==> config.mk <==
export PLATFORM = sky130hd
export DESIGN_NAME = tracker_row_sequencer_flat
export DESIGN_NICKNAME = d
export VERILOG_FILES = /design/src/rtl/tracker_row_sequencer_if.sv /design/src/rtl/tracker_row_sequencer.sv /design/src/flat_wrapper.sv
export SDC_FILE = /design/constraint.sdc
export NUM_CORES = 1
export LEC_CHECK = 0
export CAP_MARGIN = 20
export CORE_UTILIZATION = 55
export CTS_BUF_LIST = sky130_fd_sc_hd__clkbuf_8
export CTS_CLUSTER_SIZE = 24
export DETAILED_ROUTE_END_ITERATION = 10
export PLACE_DENSITY = 0.76
export SLEW_MARGIN = 0
export SYNTH_ARGS = -nofsm -noshare
export SYNTH_HDL_FRONTEND = slang
export SYNTH_SLANG_ARGS = --single-unit
==> constraint.sdc <==
create_clock -name clk -period 6.25 [get_ports clk]
set_input_delay 1.875 -clock clk [delete_from_list [all_inputs] [get_ports clk]]
set_output_delay 1.875 -clock clk [all_outputs]
set_load 0.03 [all_outputs]
==> src/rtl/tracker_row_sequencer_if.sv <==
// Control and voice-side signals of the tracker row sequencer.
// The master side is the pattern/config logic; the slave side is the sequencer.
interface tracker_row_sequencer_if #(
    parameter int TEMPO_W = 24,
    parameter int FREQ_W  = 32,
    parameter int AW      = 6
);
    logic               start;
    logic               stop;
    logic [TEMPO_W-1:0] tempo_div;
    logic [AW-1:0]      loop_len;
    logic               wr_en;
    logic [AW-1:0]      wr_addr;
    logic [7:0]         wr_data;
    logic [FREQ_W-1:0]  freq_word;
    logic               gate;
    logic               note_on;
    logic [AW-1:0]      row;
    logic               row_strobe;
    logic               busy;

    modport master (
        output start, stop, tempo_div, loop_len, wr_en, wr_addr, wr_data,
        input  freq_word, gate, note_on, row, row_strobe, busy
    );
    modport slave (
        input  start, stop, tempo_div, loop_len, wr_en, wr_addr, wr_data,
        output freq_word, gate, note_on, row, row_strobe, busy
    );
endinterface

==> src/rtl/tracker_row_sequencer.sv <==
// Plays a note pattern row by row at a programmable tempo, driving the DDS
// phase increment plus gate / note-on pulses for the voice path.
module tracker_row_sequencer #(
    parameter int ROWS    = 64,
    parameter int TEMPO_W = 24,
    parameter int FREQ_W  = 32
) (
    input  logic                    clk,
    input  logic                    rst_active_low,
    tracker_row_sequencer_if.slave  bus
);
    localparam int AW = $clog2(ROWS);

    typedef enum logic [1:0] {IDLE, FETCH, APPLY, PLAY} state_t;

    state_t             state_q, state_d;
    logic [AW-1:0]      ptr_q, ptr_d;
    logic [AW-1:0]      row_q, row_d;
    logic [TEMPO_W-1:0] cnt_q, cnt_d;
    logic [FREQ_W-1:0]  freq_q, freq_d;
    logic               gate_q, gate_d;
    logic               note_on_q, note_on_d;
    logic               row_strobe_q, row_strobe_d;
    logic               busy_q, busy_d;
    logic [7:0]         entry;

    logic [7:0] mem [ROWS];

    // Pattern storage has no reset; the read below sees pre-write contents on a same-edge write.
    always_ff @(posedge clk) begin
        if (bus.wr_en) mem[bus.wr_addr] <= bus.wr_data;
    end

    function automatic logic [FREQ_W-1:0] note_freq(input logic [6:0] note);
        logic [3:0]  oct;
        logic [3:0]  semi;
        logic [19:0] base;
        oct  = 4'(note / 7'd12);
        semi = 4'(note % 7'd12);
        case (semi)
            4'd0:    base = 20'd359575;
            4'd1:    base = 20'd380953;
            4'd2:    base = 20'd403601;
            4'd3:    base = 20'd427596;
            4'd4:    base = 20'd453018;
            4'd5:    base = 20'd479951;
            4'd6:    base = 20'd508485;
            4'd7:    base = 20'd538716;
            4'd8:    base = 20'd570743;
            4'd9:    base = 20'd604727;
            4'd10:   base = 20'd640679;
            default: base = 20'd678769;
        endcase
        return {{(FREQ_W-20){1'b0}}, base >> (4'd10 - oct)};
    endfunction

    always_comb begin
        state_d      = state_q;
        ptr_d        = ptr_q;
        row_d        = row_q;
        cnt_d        = cnt_q;
        freq_d       = freq_q;
        gate_d       = gate_q;
        note_on_d    = 1'b0;
        row_strobe_d = 1'b0;
        entry        = mem[ptr_q];

        if (bus.stop) begin
            state_d = IDLE;
            gate_d  = 1'b0;
        end else if (bus.start) begin
            state_d = FETCH;
            ptr_d   = '0;
        end else begin
            case (state_q)
                // Read and decode in one step so the new row sounds on the strobe cycle.
                FETCH: begin
                    state_d      = APPLY;
                    row_d        = ptr_q;
                    row_strobe_d = 1'b1;
                    if (entry[7]) begin
                        freq_d    = note_freq(entry[6:0]);
                        gate_d    = 1'b1;
                        note_on_d = 1'b1;
                    end else if (entry == 8'h00) begin
                        gate_d = 1'b0;
                    end
                end
                // APPLY + (P-2) PLAY cycles + FETCH = P cycles between strobes.
                APPLY: begin
                    state_d = PLAY;
                    cnt_d   = (bus.tempo_div < TEMPO_W'(4)) ? TEMPO_W'(1)
                                                            : bus.tempo_div - TEMPO_W'(3);
                end
                PLAY: begin
                    if (cnt_q == '0) begin
                        state_d = FETCH;
                        ptr_d   = (ptr_q >= bus.loop_len) ? '0 : ptr_q + AW'(1);
                    end else begin
                        cnt_d = cnt_q - TEMPO_W'(1);
                    end
                end
                default: ;
            endcase
        end
        busy_d = (state_d != IDLE);
    end

    always_ff @(posedge clk or negedge rst_active_low) begin
        if (!rst_active_low) begin
            state_q      <= IDLE;
            ptr_q        <= '0;
            row_q        <= '0;
            cnt_q        <= '0;
            freq_q       <= '0;
            gate_q       <= 1'b0;
            note_on_q    <= 1'b0;
            row_strobe_q <= 1'b0;
            busy_q       <= 1'b0;
        end else begin
            state_q      <= state_d;
            ptr_q        <= ptr_d;
            row_q        <= row_d;
            cnt_q        <= cnt_d;
            freq_q       <= freq_d;
            gate_q       <= gate_d;
            note_on_q    <= note_on_d;
            row_strobe_q <= row_strobe_d;
            busy_q       <= busy_d;
        end
    end

    assign bus.freq_word  = freq_q;
    assign bus.gate       = gate_q;
    assign bus.note_on    = note_on_q;
    assign bus.row        = row_q;
    assign bus.row_strobe = row_strobe_q;
    assign bus.busy       = busy_q;
endmodule

==> src/flat_wrapper.sv <==
// flat-port wrapper written by rule: the top's interface ports become plain ports
module tracker_row_sequencer_flat 
#(
    parameter int ROWS    = 64,
    parameter int TEMPO_W = 24,
    parameter int FREQ_W  = 32
)
  (clk, rst_active_low, bus_start, bus_stop, bus_tempo_div, bus_loop_len, bus_wr_en, bus_wr_addr, bus_wr_data, bus_freq_word, bus_gate, bus_note_on, bus_row, bus_row_strobe, bus_busy);
  tracker_row_sequencer_if #(.TEMPO_W(TEMPO_W), .FREQ_W(FREQ_W), .AW(6)) bus_i ();
  input  logic clk;
  input  logic rst_active_low;
  input wire logic [$bits(bus_i.start)-1:0] bus_start;
  input wire logic [$bits(bus_i.stop)-1:0] bus_stop;
  input wire logic [$bits(bus_i.tempo_div)-1:0] bus_tempo_div;
  input wire logic [$bits(bus_i.loop_len)-1:0] bus_loop_len;
  input wire logic [$bits(bus_i.wr_en)-1:0] bus_wr_en;
  input wire logic [$bits(bus_i.wr_addr)-1:0] bus_wr_addr;
  input wire logic [$bits(bus_i.wr_data)-1:0] bus_wr_data;
  output wire logic [$bits(bus_i.freq_word)-1:0] bus_freq_word;
  output wire logic [$bits(bus_i.gate)-1:0] bus_gate;
  output wire logic [$bits(bus_i.note_on)-1:0] bus_note_on;
  output wire logic [$bits(bus_i.row)-1:0] bus_row;
  output wire logic [$bits(bus_i.row_strobe)-1:0] bus_row_strobe;
  output wire logic [$bits(bus_i.busy)-1:0] bus_busy;
  assign bus_i.start = bus_start;
  assign bus_i.stop = bus_stop;
  assign bus_i.tempo_div = bus_tempo_div;
  assign bus_i.loop_len = bus_loop_len;
  assign bus_i.wr_en = bus_wr_en;
  assign bus_i.wr_addr = bus_wr_addr;
  assign bus_i.wr_data = bus_wr_data;
  assign bus_freq_word = bus_i.freq_word;
  assign bus_gate = bus_i.gate;
  assign bus_note_on = bus_i.note_on;
  assign bus_row = bus_i.row;
  assign bus_row_strobe = bus_i.row_strobe;
  assign bus_busy = bus_i.busy;
  tracker_row_sequencer #(.ROWS(ROWS), .TEMPO_W(TEMPO_W), .FREQ_W(FREQ_W)) u_core (.clk(clk), .rst_active_low(rst_active_low), .bus(bus_i));
endmodule
======== Yosys cells after proc, flatten, opt, wreduce, memory -nomap -nowiden ========
Memory sizes are Yosys's and may differ from the RTL's.
Cells that the tools add are included.
word-level totals
  register bits ........................... 62
  memory bits (writable) .................. 512
  bits in read-only memories .............. 320
  output and inout port bits .............. 42
  logic and storage cells ................. 69
  memories ................................ 2
memories
  memory            words  bits a word  read ports  clocked after memory_dff  write ports  line                         RTL
  u_core.mem        64     8            1           0                         1            tracker_row_sequencer.sv:27  logic [7:0] mem [ROWS];
  (name not given)  16     20           1           0                         0            tracker_row_sequencer.sv:40  case (semi)
operators by class
  add/subtract/negate cells ............... 4
  divide/modulo/power cells ............... 2
  $lt $le $gt $ge ......................... 2
  equality and inequality tests ........... 5
  shifts and indexed selects .............. 1
  multiplexer cells ....................... 29
  bitwise logic cells ..................... 2
  reductions and logical operators ........ 13
operator list
  kind                     number
  $mux W20                 4
  $mux W24                 2
  $pmux W24 S2             1
  $logic_not A24 Y1        1
  $lt A24 B3 Y1 const B    1
  $mux W6                  4
  $sub A24 B1 Y24 const B  1
  $sub A24 B2 Y24 const B  1
  $shr A20 B4 Y20          1
  $mux W1                  14
  $reduce_bool A2 Y1       5
  $reduce_and A3 Y1        3
  $logic_not A8 Y1         1
  $reduce_and A4 Y1        2
  $div A7 B4 Y7 const B    1
  $mod A7 B4 Y7 const B    1
  $add A6 B1 Y6 const B    1
  $ge A6 B6 Y1             1
  $mux W2                  3
  $pmux W2 S3              1
  $eq A2 B2 Y1 const B     2
  $sub A4 B4 Y4 const A    1
  $reduce_bool A3 Y1       1
  $eq A2 B1 Y1 const B     1
  other kinds (3)          4

======== Longest topological paths before layout ========
Gate-level depths: netlist of run 1.
An unclocked memory read counts as a cell.
  depth after elaboration ................. 8
  gate-level depth with buffers ........... 24
  depth with buffers taken out ............ 17

======== Worst setup path after synthesis of run 1 ========
OpenSTA, ideal clock, no wires.
  path kind ............................... register to register
  from .................................... register u_core.ptr_q[0]
  to ...................................... register u_core.freq_q[8] (netlist: u_core.bus.freq_word[8])
  arrival time ............................ 4720 ps
  required time ........................... 6114 ps
  path slack .............................. 1395 ps
  stages on the path, launching flop included .. 22
  path buffers ............................ 5
  cells stage by stage .................... dfrtp_1 > buf_6 > buf_6 > mux4_2 > a22oi_1 > a21oi_2 > or4_1 > buf_2 > o21ai_1 > nand2_1 > a221oi_1 > and2_2 > inv_2 > buf_2 > ha_1 > xnor2_1 > clkbuf_1 > nor2_1 > nand3_1 > nand2_1 > o41ai_1 > a31oi_1
between the ends
  word-level cells in the longest chain between the ends .. 8
  elaborated cells between the ends (all ways) .. 11
  those cells by class .................... add/sub (1); div (2); shift (1); mux (4); reduce/logical (1); memory (2)
ends and longest elaborated chain
  item                      line                          RTL
  start: declaration        tracker_row_sequencer.sv:17   logic [AW-1:0] ptr_q, ptr_d;
  start signal: assignment  tracker_row_sequencer.sv:122  ptr_q <= ptr_d;
  $mem_v2 Z64 W8 *          -
  $mod A7 B4 Y7             tracker_row_sequencer.sv:39   semi = 4'(note % 7'd12);
  $mem_v2 Z16 W20           -
  $mux W20                  tracker_row_sequencer.sv:81   if (entry[7]) begin
  $mux W20                  tracker_row_sequencer.sv:75   case (state_q)
  $mux W20                  tracker_row_sequencer.sv:71   end else if (bus.start) begin
  $mux W20                  tracker_row_sequencer.sv:68   if (bus.stop) begin
  $shr A20 B4 Y20           tracker_row_sequencer.sv:54   return {{(FREQ_W-20){1'b0}}, base >> (4'd10 - oct)};
  end signal: assignment    tracker_row_sequencer.sv:125  freq_q <= freq_d;
  end: declaration          tracker_row_sequencer.sv:20   logic [FREQ_W-1:0] freq_q, freq_d;
Mark *: on every way between the ends. The rest lies on a longest branch, timed or not. The select of a mux whose other input is x is not followed.
A chain may end at the register's enable or synchronous reset.

======== Final worst setup path of run 1 ========
  from .................................... register u_core.ptr_q[3]
  to ...................................... register u_core.freq_q[5] (netlist: u_core.bus.freq_word[5])
Same word-level chain as after synthesis.

==> results of run 1 <==
-- worst max-delay path by stage --
stage,to,from,depth (start not counted)
after floorplan,u_core.bus.freq_word[8],u_core.ptr_q[0],21
after global placement,u_core.bus.freq_word[5],u_core.ptr_q[3],12
after detailed placement,u_core.bus.freq_word[5],u_core.ptr_q[3],12
after CTS,u_core.bus.freq_word[5],u_core.ptr_q[3],12
after global routing,u_core.bus.freq_word[5],u_core.ptr_q[1],13
final,u_core.bus.freq_word[5],u_core.ptr_q[3],12
-- worst max-delay path: stages, from the launching register on --
cell      delay (ps)
dfrtp_2         1100
nor2_1           400
a32oi_1          430
nand4_1          400
nand2_1          650
nor3_1           170
o21ai_0          630
nand3_2          350
a222oi_1         710
a21oi_1          230
mux2_2           300
a32oi_1          240
o211ai_1         120
-- placed cells by master, fill, tap and decap left out, types with 13 or more instances in the layout --
cell / n
edfxtp_1: 512
nor2_1: 164
mux4_2: 111
nand2_1: 111
clkbuf_8: 92
clkdlybuf4s50_1: 69
o21ai_0: 67
mux2i_1: 66
buf_4: 64
a21oi_1: 61
dfrtp_1: 58
a22oi_1: 47
nor3_1: 47
nand3_1: 46
inv_1: 44
clkinv_1: 23
o22ai_1: 22
a211oi_1: 21
nor2b_1: 20
a22o_1: 19
xnor2_1: 19
o211ai_1: 16
a31oi_1: 15
ha_1: 15
and2_1: 13
or3_1: 13
-- registers in the layout (all words and copies together), names as in the netlist --
| name | flops |
|---|---|
| u_core.cnt_q | 24 |
| u_core.bus.row_strobe | 1 |
| u_core.bus.row | 6 |
| u_core.bus.gate | 1 |
| u_core.mem | 512 |
| u_core.bus.busy | 1 |
| u_core.ptr_q | 6 |
| u_core.bus.freq_word | 20 |
| u_core.state_q | 2 |
| u_core.bus.note_on | 1 |
-- routing by layer --
metal | part of all wire | up-vias | global-route usage
met2 | 0.47 | 1179 | 0.4821
met4 | 0.043 | 0 | 0.1286
met1 | 0.39 | 8967 | 0.4151
li1 | - | 7626 | -
met3 | 0.097 | 225 | 0.06918
met5 | 0 | - | 0
-- cell type report --
type | count | area, sq um | area share
Sequential cell | 574 | 16940 | 0.5644
Clock buffer | 92 | 1266 | 0.04219
Clock inverter | 74 | 545.5 | 0.01818
Timing Repair Buffer | 154 | 1456 | 0.04853
Tap cell | 615 | 769.5 | 0.02564
Inverter | 24 | 90.09 | 0.003002
Antenna cell | 1 | 2.502 | 0.00008339
Multi-Input combinational cell | 1133 | 8941 | 0.2979
-- power groups by stage --
stage                     sequential [mW]  clock (mW)  combinational [mW]
after detailed placement             4.55           0                6.12
after CTS                            4.47        3.23                6.15
final                                4.47        3.20                6.34
after global routing                 4.48        3.39                6.69
after floorplan                      4.59           0                4.05
after global placement               4.54           0                6.18
-- stage by stage --
stage / cells / power (mW)
6_report: 2667 / 14.01
3_3_place_gp: 2493 / 10.72
3_5_place_dp: 2493 / 10.67
2_1_floorplan: 1861 / 8.634
5_1_grt: 2667 / 14.56
4_1_cts: 2659 / 13.84
-- kinds of logic (layout without fill, tap and decap cells) --
group                      after synthesis  count (layout)  synth area share
adders and majority gates               15              15          0.007051
buffers and inverters                  154             344           0.02994
xor gates and xnor gates                29              29          0.009542
DFF                                    574             574            0.6359
and+or+nand+nor                        485             485           0.08687
muxes                                  186             186            0.1225
other                                    1              13         0.0001409
AOI/OAI and AO/OA                      406             406            0.1080
==> flow_metrics.py, run 1 <==
metrics = {
    "pwr": {
        "seqPwrFrac": 0.319,
        "p_int_mw": 8.204,
        "leakagePower_nw": 9.882,
        "p_per_area_nw_per_um2": 466.8,
        "p_comb_frac": 0.453,
        "vdd_drop_max_mv": 0.4331,
        "switching_share": 0.4143,
        "p_switching_mw": 5.804,
        "clock_power_share": 0.229,
    },
    "floorplanning": {
        "num_rows": 80,
        "pin_count": 91,
        "die_area_sq_um": 49280,
        "core_sq_um": 47750,
        "fp.dieH_um": 222.0,
        "dieWidth_um": 222.0,
        "initial_core_util": 0.5575,
    },
    "layout": {
        "fin_nets": 2043,
        "syn2layout_area_growth_pct": 12.74,
        "final_cell_area_sq_um": 30010,
        "fillers": 3414,
        "drive_above_1_share": 0.1760,
        "utilization": 0.6285,
    },
    "setup_path": {
        "reg2reg_from": "u_core.ptr_q[3]",
        "r2r_end": "u_core.bus.freq_word[5]",
        "critical_path_class": "flip-flop to flip-flop",
        "required_ps": 6780,
        "r2r_cells": 12,
        "cp-end-kind": "flip-flop",
        "worst_setup_path_start_kind": "flip-flop",
        "cp.arrival_ps": 6440,
        "r2r_slack_ps": 340,
        "worst-path-max-fanout": 36,
    },
    "clock_network": {
        "cts_resized": 0,
        "ctsHtreeMaxLevel": 3,
        "clock_sinks": 574,
        "cts.clk_slew.worst_paths_ps": 60,
        "cts-hold-fix-buffers": 0,
        "postCtsSetupBuffers": 0,
        "clk_latency_ps": 700,
        "cts_tree": "built",
        "cts_buffer_depth": 3,
        "cts_made_buffers": 92,
        "cts_root_buffer": "clkbuf_8",
    },
    "synthesis": {
        "syn_inst": 1850,
        "yosysMostFrequentCell": "edfxtp_1",
        "yosys.area.top_type": "edfxtp_1",
        "async_flop_share": 0.1080,
        "synth-main-ff-cell": "edfxtp_1",
        "ys_seq_area_frac": 0.6359,
        "synth_edf_count": 512,
        "synthTopCellsByCount": "edfxtp_1, nor2_1, mux4_2, nand2_1, o21ai_0",
        "synth_seq_cells": 574,
        "synthDistinctLibCells": 95,
        "syn_area_sq_um": 26620,
        "ys_warn_count": 0,
        "synth_area_leaders": "edfxtp_1, mux4_2, dfrtp_1",
        "synth_top_area_frac": 0.5776,
        "avgSynthCellArea_sq_um": 14.39,
    },
    "drt": {
        "wl_um": 75010,
        "vias_per_cell": 6.748,
        "num_vias": 17997,
        "drt-pass1-iter-count": 6,
        "drt_first_iter_violations": 2628,
        "wl_per_cell_um": 28.13,
        "ant_nets": 0,
        "drc": 0,
    },
    "grt": {
        "grt_pass1_wl_um": 112300,
        "grt_max_degree": 65,
        "overflow": 0,
        "grt_usage": 0.3066,
        "antenna_found_initial": 1,
        "grt_pass1_vias": 17931,
    },
    "placed_design": {
        "io_buffer_count": 78,
        "gp_congestion": 1.009,
        "pre_cts_ws_ps": 594.4,
        "dp_hpwl_um": 48780,
        "placed_cell_area_sq_um": 28060,
    },
    "sta": {
        "fin_crit_ps": 5905,
        "hold_viol_final": 0,
        "hold_slack_ps": 481.1,
        "finalSetupTns_ps": 0,
        "fmaxAchievable_mhz": 169.3,
        "setup_slack_ps": 344.7,
        "tightest_slew_ps": 1165,
        "setup_viol": 0,
        "drv_slew": 0,
        "rsz0062_at_grt": "no",
        "fin_worst_skew_ps": 46.63,
        "post-route-period-util": 0.9448,
        "max_slew_margin": 0.2231,
    },
    "hold_path": {
        "hold_end": "u_core.bus.freq_word[12]",
        "holdPathStages": 2,
        "min_path_type": "flip-flop to flip-flop",
        "min_from": "u_core.bus.freq_word[12]",
    },
    "job": {
        "cap_violations": 0,
    },
    "run_status": {
        "run_status": "completed",
    },
}
Note: power is estimated with default switching activity, not from simulation.
==> run 2: changes to the inputs <==
Settings changed: MAX_ROUTING_LAYER set to met4, PLACE_DENSITY 0.76 to unset, PLACE_DENSITY_LB_ADDON set to 0.15.
==> run 2 against run 1 <==
- combinational power grew 2%
- clock-buffer cell count grew 5
- core utilization grew 0.15 points
- worst hold slack gained 14 ps
- worst setup slack lost 160 ps
- fmax shrank 2.7%
- final cell count grew 0.49%
- clock power shrank 4%
- largest power group unchanged
==> flow_metrics.py, run 2 (synthesized netlist as in run 1, its figures left out) <==
metrics = {
    "run_status": {
        "run_status": "completed",
    },
    "clock_network": {
        "cts.clk_slew.worst_paths_ps": 60,
        "clk_latency_ps": 680,
        "cts_resized": 0,
        "cts_tree": "built",
        "clock_sinks": 574,
        "postCtsSetupBuffers": 0,
        "ctsHtreeMaxLevel": 3,
        "cts_root_buffer": "clkbuf_8",
        "cts_made_buffers": 92,
        "cts_buffer_depth": 3,
        "cts-hold-fix-buffers": 0,
    },
    "job": {
        "cap_violations": 0,
    },
    "setup_path": {
        "required_ps": 6770,
        "worst_setup_path_start_kind": "flip-flop",
        "worst-path-max-fanout": 21,
        "critical_path_class": "flip-flop to flip-flop",
        "cp.arrival_ps": 6580,
        "cp-end-kind": "flip-flop",
    },
    "layout": {
        "regMostFlops": "u_core.mem",
        "drive_above_1_share": 0.1831,
        "final_cell_area_sq_um": 30080,
        "mostFrequentLayoutCell": "edfxtp_1",
        "fin_nets": 2062,
        "final_cell_mix": "edfxtp_1, nor2_1, mux4_2, nand2_1, clkbuf_8",
        "multi_input_area_sq_um": 8950,
        "largest_reg_flops": 512,
        "n_antenna_cell": 0,
        "regArea_sq_um": 16940,
        "fillers": 3560,
        "syn2layout_area_growth_pct": 13.01,
    },
    "grt": {
        "grt_pass1_vias": 17432,
        "grt_usage": 0.3251,
        "antenna_found_initial": 0,
        "grt_max_degree": 65,
        "gr-usage-met1": 0.4440,
        "use_met2": 0.4848,
        "grt_busiest_layer": "met2",
        "grt_pass1_wl_um": 114000,
        "overflow": 0,
        "use_met3": 0.05725,
    },
    "floorplanning": {
        "pin_count": 91,
        "dieWidth_um": 222.0,
        "die_area_sq_um": 49280,
        "num_rows": 80,
        "fp.dieH_um": 222.0,
        "core_sq_um": 47750,
        "initial_core_util": 0.5575,
    },
    "drt": {
        "drt-pass1-iter-count": 6,
        "wl_per_cell_um": 28.42,
        "num_vias": 17901,
        "drt_first_iter_violations": 2504,
        "vias_per_cell": 6.679,
        "ant_nets": 0,
        "wl_um": 76170,
        "drc": 0,
    },
    "placed_design": {
        "pre_cts_ws_ps": 414.5,
        "dp_hpwl_um": 50630,
        "placed_cell_area_sq_um": 28230,
        "io_buffer_count": 78,
        "gp_congestion": 0.9922,
    },
    "pwr": {
        "vdd_drop_max_mv": 0.2877,
        "p_per_area_nw_per_um2": 464.7,
        "p_total_mw": 13.98,
        "leakagePower_nw": 9.948,
    },
    "sta": {
        "fin_worst_skew_ps": 31.83,
        "drv_slew": 0,
        "max_slew_margin": 0.2547,
        "hold_slack_ps": 494.7,
        "finalSetupTns_ps": 0,
        "hold_viol_final": 0,
        "setup_slack_ps": 182.1,
        "fmaxAchievable_mhz": 164.8,
        "rsz0062_at_grt": "no",
        "tightest_slew_ps": 1118,
        "setup_viol": 0,
        "post-route-period-util": 0.9709,
        "fin_crit_ps": 6068,
    },
    "hold_path": {
        "min_path_type": "flip-flop to flip-flop",
    },
}
## run 2: final timing paths
path / to / start / slack [ps] / cells after the start
hold reg to reg: u_core.bus.freq_word[13] / u_core.bus.freq_word[13] / 490 / 2
max in group asynchronous: u_core.ptr_q[1] / rst_active_low / 4150 / 2
setup / recovery: u_core.bus.freq_word[5] / u_core.ptr_q[4] / 180 / 14
min in group asynchronous: u_core.cnt_q[6] / rst_active_low / 1070 / 1
setup reg to reg: u_core.bus.freq_word[5] / u_core.ptr_q[4] / 180 / 14
hold / removal: u_core.bus.freq_word[13] / u_core.bus.freq_word[13] / 490 / 2
## run 2: metal layers
layer / routed length, um / share of wire / up-vias
met4: 3435 / 0.045 / 0
met3: 6376 / 0.084 / 223
li1: - / - / 7681
met1: 30790 / 0.40 / 8989
met2: 35560 / 0.47 / 1008
met5: 0 / 0 / -
## run 2: area by class of cell
type / instances / share of cell area
well taps: 615 / 0.02558
clock buffers: 97 / 0.04438
repair buffers: 173 / 0.05274
clock inverters: 64 / 0.01368
flip-flops and latches: 574 / 0.5631
inverters: 24 / 0.002995
multi-input cells: 1133 / 0.2975
## run 2: critical path: stages, from the launching register on
cell	delay, ps
dfrtp_1	640
buf_4	320
buf_4	180
nor2_1	610
a21boi_0	390
o41a_1	360
or3_1	730
xnor2_1	230
a221oi_4	480
a22oi_2	300
a222oi_1	660
a21oi_1	240
mux2_2	310
a32oi_1	290
o211ai_1	140
## run 2: stage by stage
stage / cells / utilization
5_1_grt: 2680 / 0.6300
6_report: 2680 / 0.6300
2_1_floorplan: 1861 / -
4_1_cts: 2675 / 0.6279
3_5_place_dp: 2514 / 0.5914
3_3_place_gp: 2513 / 0.5909
## run 2: power by group
part           internal (mW)  switching [mW]
registers               4.32           0.154
logic                   2.27            4.17
clock network           1.61            1.46
total                   8.20            5.78
==> run 3: changes to the inputs <==
==> constraint.sdc (replaced) <==
create_clock -name clk -period 6.25 [get_ports clk]
set_input_delay 1.25 -clock clk [delete_from_list [all_inputs] [get_ports clk]]
set_output_delay 1.25 -clock clk [all_outputs]
set_load 0.03 [all_outputs]
==> run 3 against run 2 <==
- fmax grew 5.7%
- final area fell by 0.10%
- clock skew shrank 3.1 ps
- first-iteration DRC count increased by 3.6%
- core utilization shrank 0.063 points
- register-to-register slack better by 330 ps
- sequential share of layout area rose by 0.056 points
- largest power group unchanged
==> flow_metrics.py, run 3 (synthesized netlist as in run 1, its figures left out) <==
metrics = {
    "run_status": {
        "run_status": "completed",
    },
    "sta": {
        "setup_viol": 0,
        "fin_worst_skew_ps": 28.75,
        "fin_crit_ps": 5742,
        "max_slew_margin": 0.2621,
        "setup_slack_ps": 507.9,
        "hold_viol_final": 0,
        "drv_slew": 0,
        "tightest_slew_ps": 1107,
        "post-route-period-util": 0.9187,
        "hold_slack_ps": 485.1,
        "rsz0062_at_grt": "no",
        "finalSetupTns_ps": 0,
        "fmaxAchievable_mhz": 174.2,
    },
    "floorplanning": {
        "pin_count": 91,
        "dieWidth_um": 222.0,
        "die_area_sq_um": 49280,
        "fp.dieH_um": 222.0,
        "core_sq_um": 47750,
        "num_rows": 80,
        "initial_core_util": 0.5575,
    },
    "clock_network": {
        "clock_sinks": 574,
        "cts_resized": 0,
        "postCtsSetupBuffers": 0,
        "cts-hold-fix-buffers": 0,
        "clk_latency_ps": 680,
        "ctsHtreeMaxLevel": 3,
        "cts_buffer_depth": 3,
        "cts_root_buffer": "clkbuf_8",
        "cts_made_buffers": 92,
        "cts.clk_slew.worst_paths_ps": 60,
        "cts_tree": "built",
    },
    "placed_design": {
        "gp_congestion": 0.9758,
        "dp_hpwl_um": 49200,
        "io_buffer_count": 78,
        "pre_cts_ws_ps": 594.6,
    },
    "grt": {
        "overflow": 0,
        "grt_pass1_vias": 17271,
        "grt_usage": 0.3179,
        "antenna_found_initial": 2,
        "grt_max_degree": 65,
        "grt_pass1_wl_um": 111500,
    },
    "job": {
        "cap_violations": 0,
    },
    "setup_path": {
        "required_ps": 6800,
        "cp_slowest_stage_delay_ps": 960,
        "cp-end-kind": "flip-flop",
        "worst_setup_path_start_kind": "flip-flop",
        "worst-path-max-fanout": 48,
        "cp.arrival_ps": 6290,
        "critical_path_class": "flip-flop to flip-flop",
        "cp_slowest_cell": "dfrtp_4",
        "cp_cell_sequence": "buf_4 > mux4_2 > a22oi_1 > a21oi_2 > or4_1 > nand3_2 > o22ai_1 > buf_4 > nand2_1 > nand3_2 > a222oi_1 > a21oi_1 > mux2_2 > a32oi_1 > o211ai_1",
    },
    "hold_path": {
        "min_path_type": "flip-flop to flip-flop",
    },
    "drt": {
        "drt_first_iter_violations": 2594,
        "ant_nets": 0,
        "vias_per_cell": 6.605,
        "wl_um": 75140,
        "num_vias": 17702,
        "drt-pass1-iter-count": 7,
        "drc": 0,
        "wl_per_cell_um": 28.04,
    },
    "layout": {
        "drive_above_1_share": 0.1802,
        "largest_reg_flops": 512,
        "utilization": 0.6294,
        "syn2layout_area_growth_pct": 12.90,
        "fin_nets": 2054,
        "mostFrequentLayoutCell": "edfxtp_1",
        "regMostFlops": "u_core.mem",
        "fillers": 3552,
        "final_cell_mix": "edfxtp_1, nor2_1, mux4_2, nand2_1, clkbuf_8",
    },
    "pwr": {
        "p_comb_frac": 0.457,
        "p_total_mw": 14.01,
        "seqPwrFrac": 0.318,
        "clock_power_share": 0.225,
        "switching_share": 0.4154,
        "vdd_drop_max_mv": 0.5718,
        "p_per_area_nw_per_um2": 466.2,
        "leakagePower_nw": 9.942,
        "p_switching_mw": 5.820,
        "p_int_mw": 8.189,
    },
}
run 3: area by class of cell:
| cell class | count | area (sq um) | share of cell area |
|---|---|---|---|
| well taps | 615 | 769.5 | 0.02561 |
| diodes | 1 | 2.502 | 0.00008327 |
| clock inverters | 76 | 520.5 | 0.01732 |
| inverters | 24 | 90.09 | 0.002998 |
| multi-input cells | 1133 | 8950 | 0.2978 |
| flip-flops and latches | 574 | 16940 | 0.5637 |
| clock buffers | 92 | 1266 | 0.04213 |
| repair buffers | 165 | 1514 | 0.05038 |
run 3: power groups by stage:
| stage | combinational, mW | clock [mW] | sequential [mW] |
|---|---|---|---|
| CTS | 6.23 | 3.19 | 4.46 |
| finish | 6.41 | 3.15 | 4.46 |
| global placement | 6.29 | 0 | 4.53 |
| detailed placement | 6.21 | 0 | 4.53 |
| floorplan | 4.05 | 0 | 4.59 |
| global route | 6.76 | 3.33 | 4.47 |
run 3: worst paths after layout:
kind                                     startpoint  cells after the start                        to  slack [ps]
min in group asynchronous            rst_active_low                      2           u_core.cnt_q[5]         750
max in group asynchronous            rst_active_low                      2           u_core.ptr_q[1]        4880
hold reg to reg            u_core.bus.freq_word[19]                      2  u_core.bus.freq_word[19]         490
setup reg to reg                    u_core.ptr_q[2]                     15   u_core.bus.freq_word[5]         510
setup / recovery                    u_core.ptr_q[2]                     15   u_core.bus.freq_word[5]         510
hold / removal             u_core.bus.freq_word[19]                      2  u_core.bus.freq_word[19]         490
run 3: through the flow:
step,area (sq um),instances
finish,30050,2680
global route,30050,2680
CTS,29930,2673
detailed placement,28140,2505
global placement,28140,2505
floorplan,26660,1861
run 3: metal layers:
metal | vias up | global-route usage | routed length [um]
met5 | - | - | 0
met4 | 0 | 0.1263 | 2693
met3 | 162 | 0.04877 | 6140
met2 | 956 | 0.4847 | 35390
met1 | 8911 | 0.4331 | 30920
li1 | 7673 | - | -
run 3: worst max-delay path: cells and delay by family (launching register included):
kind                   cells  cell delay (ps)
DFF                        1              960
and+or+nand+nor            4             1580
buffers and inverters      2              590
muxes                      2              640
AOI/OAI and AO/OA          7             1780
